===== config.mk =====
export PLATFORM = sky130hd
export DESIGN_NAME = text_writer
export DESIGN_NICKNAME = d
export VERILOG_FILES = /design/src/rtl/text_writer_pkg.sv /design/src/rtl/text_cursor.sv /design/src/rtl/text_writer.sv
export SDC_FILE = /design/constraint.sdc
export NUM_CORES = 1
export LEC_CHECK = 0
export ABC_AREA = 0
export CORE_ASPECT_RATIO = 2
export CORE_MARGIN = 10
export CORE_UTILIZATION = 40
export CTS_BUF_LIST = sky130_fd_sc_hd__clkbuf_2 sky130_fd_sc_hd__clkbuf_4 sky130_fd_sc_hd__clkbuf_8
export CTS_CLUSTER_SIZE = 24
export DETAILED_ROUTE_END_ITERATION = 12
export HOLD_SLACK_MARGIN = 0.08
export PLACE_DENSITY = 0.66
export SLEW_MARGIN = 15
export SYNTH_ARGS = -nofsm -noshare
export SYNTH_HDL_FRONTEND = slang
export SYNTH_SLANG_ARGS = --single-unit
export TNS_END_PERCENT = 100

===== constraint.sdc =====
create_clock -name clk -period 3.3 [get_ports clk]
set_input_delay 0.33 -clock clk [delete_from_list [all_inputs] [get_ports clk]]
set_output_delay 0.33 -clock clk [all_outputs]
set_load 0.02 [all_outputs]

===== src/rtl/text_writer_pkg.sv =====
// rtl/text_writer_pkg.sv - shared constants and types for the text-mode character writer
package text_writer_pkg;

  localparam int TEXT_COLS  = 80;
  localparam int TEXT_ROWS  = 60;
  localparam int FONT_WIDTH = 8;

  localparam logic [7:0] CH_BS    = 8'h08;
  localparam logic [7:0] CH_LF    = 8'h0A;
  localparam logic [7:0] CH_FF    = 8'h0C;
  localparam logic [7:0] CH_CR    = 8'h0D;
  localparam logic [7:0] CH_SPACE = 8'h20;

  typedef enum logic {
    ST_IDLE  = 1'b0,
    ST_CLEAR = 1'b1
  } tw_state_t;

  typedef enum logic [2:0] {
    CUR_HOLD    = 3'd0,
    CUR_ADVANCE = 3'd1,
    CUR_NEWLINE = 3'd2,
    CUR_RETURN  = 3'd3,
    CUR_BACK    = 3'd4,
    CUR_HOME    = 3'd5
  } cursor_op_t;

  function automatic logic is_printable(input logic [7:0] code);
    return (code >= 8'h20) && (code <= 8'h7E);
  endfunction

endpackage


===== src/rtl/text_cursor.sv =====
// rtl/text_cursor.sv - text cursor: column, row and row_base (row*COLS) kept without a multiplier
module text_cursor
  import text_writer_pkg::*;
#(
  parameter int COLS   = TEXT_COLS,
  parameter int ROWS   = TEXT_ROWS,
  parameter int ADDR_W = 13
) (
  input  logic              clk,
  input  logic              rstn,
  input  cursor_op_t        op,
  output logic [6:0]        col,
  output logic [5:0]        row,
  output logic [ADDR_W-1:0] row_base
);

  logic              col_last;
  logic              row_last;
  logic [5:0]        row_nxt;
  logic [ADDR_W-1:0] base_nxt;

  assign col_last = (col == 7'(COLS - 1));
  assign row_last = (row == 6'(ROWS - 1));
  // Row step shared by advance-past-last-column and newline; wraps with no scrolling.
  assign row_nxt  = row_last ? 6'd0 : row + 6'd1;
  assign base_nxt = row_last ? '0 : row_base + ADDR_W'(COLS);

  always_ff @(posedge clk or negedge rstn) begin
    if (!rstn) begin
      col      <= '0;
      row      <= '0;
      row_base <= '0;
    end else begin
      case (op)
        CUR_ADVANCE: begin
          if (col_last) begin
            col      <= '0;
            row      <= row_nxt;
            row_base <= base_nxt;
          end else begin
            col <= col + 7'd1;
          end
        end
        CUR_NEWLINE: begin
          col      <= '0;
          row      <= row_nxt;
          row_base <= base_nxt;
        end
        CUR_RETURN: col <= '0;
        CUR_BACK: begin
          if (col != 7'd0) col <= col - 7'd1;
        end
        CUR_HOME: begin
          col      <= '0;
          row      <= '0;
          row_base <= '0;
        end
        default: ;
      endcase
    end
  end

endmodule


===== src/rtl/text_writer.sv =====
// rtl/text_writer.sv - character stream to tile-memory writer with control codes and screen clear
module text_writer
  import text_writer_pkg::*;
#(
  parameter int COLS           = TEXT_COLS,
  parameter int ROWS           = TEXT_ROWS,
  parameter int CODE_W         = FONT_WIDTH,
  parameter int ADDR_W         = 13,
  parameter bit CLEAR_ON_RESET = 1'b1
) (
  input  logic              clk,
  input  logic              rstn,
  input  logic              in_valid,
  input  logic [7:0]        in_data,
  output logic              in_ready,
  output logic              wr_en,
  output logic [ADDR_W-1:0] wr_addr,
  output logic [CODE_W-1:0] wr_data,
  output logic [6:0]        cursor_col,
  output logic [5:0]        cursor_row,
  output logic              busy
);

  // One spare bit so the sweep counter can reach COLS*ROWS even when it equals 2^ADDR_W.
  localparam int                CNT_W     = ADDR_W + 1;
  localparam logic [CNT_W-1:0]  CLR_TOTAL = CNT_W'(COLS * ROWS);
  localparam tw_state_t         ST_RESET  = CLEAR_ON_RESET ? ST_CLEAR : ST_IDLE;
  localparam logic [CODE_W-1:0] SPACE     = CODE_W'(CH_SPACE);

  tw_state_t         state, state_nxt;
  logic [CNT_W-1:0]  clr_cnt, clr_nxt;
  logic              wr_en_nxt;
  logic [ADDR_W-1:0] wr_addr_nxt;
  logic [CODE_W-1:0] wr_data_nxt;
  cursor_op_t        cur_op;
  logic [ADDR_W-1:0] row_base;
  logic [ADDR_W-1:0] cur_addr;

  text_cursor #(
    .COLS   (COLS),
    .ROWS   (ROWS),
    .ADDR_W (ADDR_W)
  ) u_cursor (
    .clk      (clk),
    .rstn     (rstn),
    .op       (cur_op),
    .col      (cursor_col),
    .row      (cursor_row),
    .row_base (row_base)
  );

  assign cur_addr = row_base + ADDR_W'(cursor_col);
  assign in_ready = (state == ST_IDLE);
  assign busy     = (state == ST_CLEAR);

  always_ff @(posedge clk or negedge rstn) begin
    if (!rstn) begin
      state   <= ST_RESET;
      clr_cnt <= '0;
      wr_en   <= 1'b0;
      wr_addr <= '0;
      wr_data <= '0;
    end else begin
      state   <= state_nxt;
      clr_cnt <= clr_nxt;
      wr_en   <= wr_en_nxt;
      wr_addr <= wr_addr_nxt;
      wr_data <= wr_data_nxt;
    end
  end

  always_comb begin
    state_nxt   = state;
    clr_nxt     = clr_cnt;
    wr_en_nxt   = 1'b0;
    wr_addr_nxt = wr_addr;
    wr_data_nxt = wr_data;
    cur_op      = CUR_HOLD;
    case (state)
      ST_IDLE: begin
        if (in_valid) begin
          if (is_printable(in_data)) begin
            wr_en_nxt   = 1'b1;
            wr_addr_nxt = cur_addr;
            wr_data_nxt = CODE_W'(in_data);
            cur_op      = CUR_ADVANCE;
          end else begin
            case (in_data)
              CH_CR: cur_op = CUR_RETURN;
              CH_LF: cur_op = CUR_NEWLINE;
              CH_BS: begin
                if (cursor_col != 7'd0) begin
                  wr_en_nxt   = 1'b1;
                  wr_addr_nxt = cur_addr - ADDR_W'(1);
                  wr_data_nxt = SPACE;
                  cur_op      = CUR_BACK;
                end
              end
              CH_FF: begin
                // Issue address 0 on the accepting edge so writes start the very next cycle.
                state_nxt   = ST_CLEAR;
                wr_en_nxt   = 1'b1;
                wr_addr_nxt = '0;
                wr_data_nxt = SPACE;
                clr_nxt     = CNT_W'(1);
              end
              default: ;
            endcase
          end
        end
      end
      ST_CLEAR: begin
        if (clr_cnt == CLR_TOTAL) begin
          state_nxt = ST_IDLE;
          clr_nxt   = '0;
          cur_op    = CUR_HOME;
        end else begin
          wr_en_nxt   = 1'b1;
          wr_addr_nxt = clr_cnt[ADDR_W-1:0];
          wr_data_nxt = SPACE;
          clr_nxt     = clr_cnt + CNT_W'(1);
        end
      end
      default: state_nxt = ST_IDLE;
    endcase
  end

endmodule

==> results of run 1 <==
[area by class of cell]
cell class / instances / area share
multi-input combinational: 333 / 0.467
sequential: 59 / 0.318
timing repair buffer: 63 / 0.126
tap: 104 / 0.0280
clock buffer: 9 / 0.0267
clock inverter: 7 / 0.0250
inverter: 12 / 0.00969
[cells in the mapped netlist (4+ instances only)]
cell type  count
inv_1         10
a211oi_1       7
clkbuf_1      13
and4_1         4
or3_1          4
nor2_1        38
dfrtp_1       58
a221oi_1       4
xnor2_1        6
o31ai_2        4
a22o_1         9
xor2_1         6
nand4_1        6
nand3_1       19
and3_1        11
and2_1         4
nand2b_1       5
buf_6          5
a31oi_1       11
a21oi_1       16
o21ai_0       41
ha_1           9
nand2_1       31
o31ai_1       20
nor4b_1        4
nor2b_1        5
nor3_1         8
[metrics by stage]
stage	setup WS, ns	hold slack, ns	std cells	area (um^2)
2_1_floorplan	0.858	0.0344	425	3810
3_3_place_gp	0.372	0.473	571	4410
3_5_place_dp	0.320	0.491	571	4410
4_1_cts	0.642	0.161	587	4650
5_1_grt	0.320	0.213	587	4650
6_report	0.632	0.125	587	4650
[path summary, 6_finish.rpt]
kind,endpoint,slack (ns),start
max,wr_addr[9],0.63,u_cursor.col[6]
min,wr_data[5],0.12,rstn
min reg2reg,wr_addr[1],0.50,wr_addr[1]
max in group asynchronous,wr_addr[6],2.34,rstn
max reg2reg,wr_addr[9],0.63,u_cursor.col[6]
min in group clk,wr_addr[1],0.50,wr_addr[1]
[power breakdown]
group          total, mW  internal (mW)  leakage [nW]  switching [mW]
Sequential          1.15          0.901         0.734           0.253
Clock              0.828          0.500         0.119           0.328
Combinational       1.17          0.527         0.996           0.638
Total               3.15           1.93          1.85            1.22
[cell families after synthesis]
family          count (synthesis)  share of synthesized area
buf+inv                        33                     0.0430
simple gates                  162                      0.233
mux                             2                    0.00525
fa+ha+maj                       9                     0.0296
xor+xnor                       12                     0.0276
flops                          59                      0.388
compound gates                148                      0.274
[registers in the layout, indices dropped and copies added, names as in the netlist]
register           flops
u_cursor.row_base      9
busy                   1
wr_data                8
u_cursor.row           6
wr_addr               13
u_cursor.col           7
wr_en                  1
clr_cnt               14
[critical path: cells and delay by family (launching register included)]
family,cells,cell delay [ns]
fa+ha+maj,1,0.39
simple gates,2,0.56
flops,1,0.43
compound gates,3,0.99
xor+xnor,1,0.17
[layer usage]
| metal | vias to the layer above | GRT usage |
|---|---|---|
| li1 | 1725 | - |
| met1 | 1824 | 0.177 |
| met2 | 134 | 0.308 |
| met3 | 33 | 0.0365 |
| met4 | 0 | 0.0762 |
| met5 | - | 0 |
==> run metrics, run 1 <==
fraction of layout cells with a size suffix above 1 0.114; CTS tree yes; Sink Count 59; PortBufs 47; WL met3 576 um; Worst Setup Start Kind flop; TNS Setup 0 ns; Detail Route Antenna Nets 0; CTS H-tree depth 3; final net count 498; hold crit path type in2async; commonest non-fill, non-tap cells in the layout 58 x dfrtp_1, 46 x clkdlybuf4s50_1, 41 x o21ai_0; clk_skew 0.00811 ns; post-route total power 3.15 mW; total iterations of the first detailed-routing run 5; antenna cells 0; # setup viols final 0; gr usage total 0.169; DIE AREA 0.0141 mm^2; Rows 50; synth warn 0; synthesized area 0.00381 mm^2; top-area cell type share of the netlist area 0.381; metal2 WL 6.17 mm; # hold bufs at CTS 0; routed vias 3716; area grow syn2layout 22.0%; vias in the first global route 3744; pin count of the biggest net entering global routing 41; Crit Path Class reg2reg; most common cell after layout, fill and taps aside dfrtp_1; total CTS buffers 9; Die Wd 89.0 um; Synth area leader dfrtp_1; worst-case reg-to-reg path depth 7; Slowest-stage cell, CP o31ai_1; P per Cell Area 677 mW/mm^2; total of max-cap violations 0; Vias/cell 6.33; clk buf depth 2; FF+latch count, synth 59; minimum clock period after layout 2.67 ns; overall die height 158 um; Syn Inst Count 425; Seq/Total Area, Yosys 0.388; ys async rst share 1.00; Crit. End Element flop; synth top area cells dfrtp_1 38%, o21ai_0 5.4%, o31ai_1 3.9%; CP required 3.52 ns; Arrival @ worst endpoint 2.89 ns; Post-synth EDFFs 0; gpl congestion 0.919; relative max-transition margin 0.370; Util after Layout 0.499; Hold Vio Cnt, Final 0; Syn Area/Cell 8.96 um^2; critical path fanouts, max 5; met1 wire length 4.35 mm; DRC errors left 0; post_cts resized 0; Initial Util 0.409; outcome finished clean; Leakage 1.85 nW; worst-skew pair later-pin latency 0.35 ns; I/O pins 48; core area 0.00932 mm^2; clk root buf clkbuf_8; HPWL after DPL 8.57 mm; Slew Limit Fails 0; multi-input logic area 0.00217 mm^2; grt ovf 0; RSZ-0062 raised after global routing false; Yosys cell types 69; postcts setup bufs 0; Max stage delay on crit path 0.47 ns; first-pass GRT wire length 18.8 mm; Filler cells 872; Top Metal Used met4; peak supply drop 297 uV; antenna violations before repair 0; most used flip-flop cell after synthesis dfrtp_1; worst slew pin tran 0.945 ns; final wirelength 11.4 mm; clk slew on worst S/H paths 0.08 ns; DRT iter0 DRCs 198; drt wl/cell 19.5 um; final period utilization 0.809; Register Area 0.00148 mm^2; Syn Nets 445; critical path cell sequence ha_1 > xor2_1 > o31ai_1 > nand3_1 > and4_1 > a2111oi_0 > a21oi_1; FMAX 0.375 GHz
Power figures use the tool's default switching activity.
==> run 2, diff against run 1 <==
==> constraint.sdc (replaced) <==
create_clock -name clk -period 2.7 [get_ports clk]
set_input_delay 0.27 -clock clk [delete_from_list [all_inputs] [get_ports clk]]
set_output_delay 0.27 -clock clk [all_outputs]
set_load 0.02 [all_outputs]
==> run 2 against run 1 <==
Wire length is 3.0% higher; first-iteration DRC count grew 32%; fmax is 6.8% higher; cell count grew 4.1%; sequential power increased by 16%; via count increased by 1.7%; register-to-register slack lost 0.43 ns; sequential cell count is the same; clock skew hardly changed; global-route usage rose by 0.64 points; die area unchanged; combinational power rose by 38%; largest cell class unchanged; largest power group unchanged.
==> run metrics, run 2 (synthesis gave the netlist of run 1 again) <==
outcome finished clean; multi-input logic area 0.00218 mm^2; critical path fanouts, max 7; hold crit path type in2async; Post-Place Cells 596; Crit. End Element flop; fraction of layout cells with a size suffix above 1 0.162; P per Cell Area 774 mW/mm^2; Hold Vio Cnt, Final 0; clk root buf clkbuf_8; RSZ-0062 raised after global routing false; largest reg by FF count clr_cnt; PortBufs 47; first-pass GRT wire length 19.1 mm; I/O pins 48; vias in the first global route 3820; # setup viols final 0; Detail Route Antenna Nets 0; most common cell after layout, fill and taps aside dfrtp_1; total CTS buffers 9; CTS tree yes; DRC errors left 0; core area 0.00932 mm^2; Slew Limit Fails 0; HPWL after DPL 9.02 mm; commonest non-fill, non-tap cells in the layout 58 x dfrtp_1, 46 x clkdlybuf4s50_1, 41 x o21ai_0, 41 x buf_4, 38 x nor2_1; Max stage delay on crit path 0.46 ns; post-route total power 3.71 mW; max reg flops 14; antenna violations before repair 0; final wirelength 11.8 mm; Rows 50; grt ovf 0; biggest regs clr_cnt: 14 flops, wr_addr: 13 flops, u_cursor.row_base: 9 flops; clk buf depth 2; Layout Cells excl Fill 611; minimum clock period after layout 2.50 ns; relative max-transition margin 0.304; Filler cells 886; Worst Setup Start Kind flop; CTS H-tree depth 3; Post-DP Area 0.00459 mm^2; DRT iter0 DRCs 261; Register Area 0.00148 mm^2; pin count of the biggest net entering global routing 42; Die Wd 89.0 um; clk_skew 0.00812 ns; routed vias 3780; postcts setup bufs 0; worst slew pin tran 1.04 ns; final net count 523; worst-skew pair later-pin latency 0.36 ns; total iterations of the first detailed-routing run 5; peak supply drop 373 uV; clk slew on worst S/H paths 0.06 ns; Arrival @ worst endpoint 2.78 ns; CP required 2.98 ns; area grow syn2layout 25.7%; Vias/cell 6.19; total of max-cap violations 0; Util after Layout 0.514; Non-Filler Cell Area, Final 0.00479 mm^2; Sink Count 59; Crit Path Class reg2reg; gr usage total 0.176; gpl congestion 0.874; antenna cells 0; TNS Setup 0 ns; overall die height 158 um; Initial Util 0.409; drt wl/cell 19.3 um; critical path cell sequence inv_1 > ha_1 > or3b_1 > nor2_1 > nand3_1 > or3_1 > a211o_1 > a31oi_1; Slowest-stage cell, CP dfrtp_1; FMAX 0.400 GHz; final period utilization 0.926; Leakage 1.96 nW; DIE AREA 0.0141 mm^2
-- run 2: layer usage --
metal	routed length (um)	vias to the layer above	global-route usage
met5	0	-	0
met4	425	0	0.104
met3	538	31	0.0401
met2	6460	117	0.319
met1	4340	1862	0.173
li1	-	1770	-
-- run 2: repair_timing --
item / CTS / global route
hold buffers: 0 / 0
setup endpoints to repair: 0 / 12
endpoints found under the hold margin: 0 / 0
resized for setup: 0 / 4
-- run 2: final cells by class --
type                    instances  area share
well taps                     104      0.0272
clock buffers                  13      0.0360
multi-input cells             333       0.455
repair buffers                 88       0.161
clock inverters                 2     0.00209
flip-flops and latches         59       0.308
inverters                      12     0.00940
-- run 2: final timing paths --
check                           startpoint               to  slack [ns]  depth (start not counted)
setup / recovery           u_cursor.col[1]      wr_addr[12]        0.20                          8
max in group asynchronous             rstn      wr_addr[12]        1.89                          2
hold reg to reg                 wr_addr[3]       wr_addr[3]        0.49                          2
setup reg to reg           u_cursor.col[1]      wr_addr[12]        0.20                          8
min in group clk                wr_addr[3]       wr_addr[3]        0.49                          2
hold / removal                        rstn  u_cursor.col[0]        0.08                          1
-- run 2: power breakdown --
part / switching [mW] / internal [mW] / total, mW
Combinational: 0.891 / 0.731 / 1.62
Sequential: 0.222 / 1.10 / 1.33
Clock: 0.348 / 0.410 / 0.758
Total: 1.46 / 2.24 / 3.71
-- run 2: worst max-delay path, delay by kind of cell (launching register included) --
kind / cells / cell delay (ns)
buffers and inverters: 1 / 0.11
flip-flops: 1 / 0.46
AND/OR/NAND/NOR: 4 / 1.15
AO/OA/AOI/OAI: 2 / 0.47
adder cells (fa/ha/maj): 1 / 0.23
-- run 2: through the flow --
step / hold WS (ns) / setup slack (ns)
floorplan: -0.0256 / 0.258
global placement: 0.480 / -0.133
detailed placement: 0.485 / -0.183
CTS: 0.108 / 0.0626
global route: 0.150 / 0.0235
finish: 0.0837 / 0.201
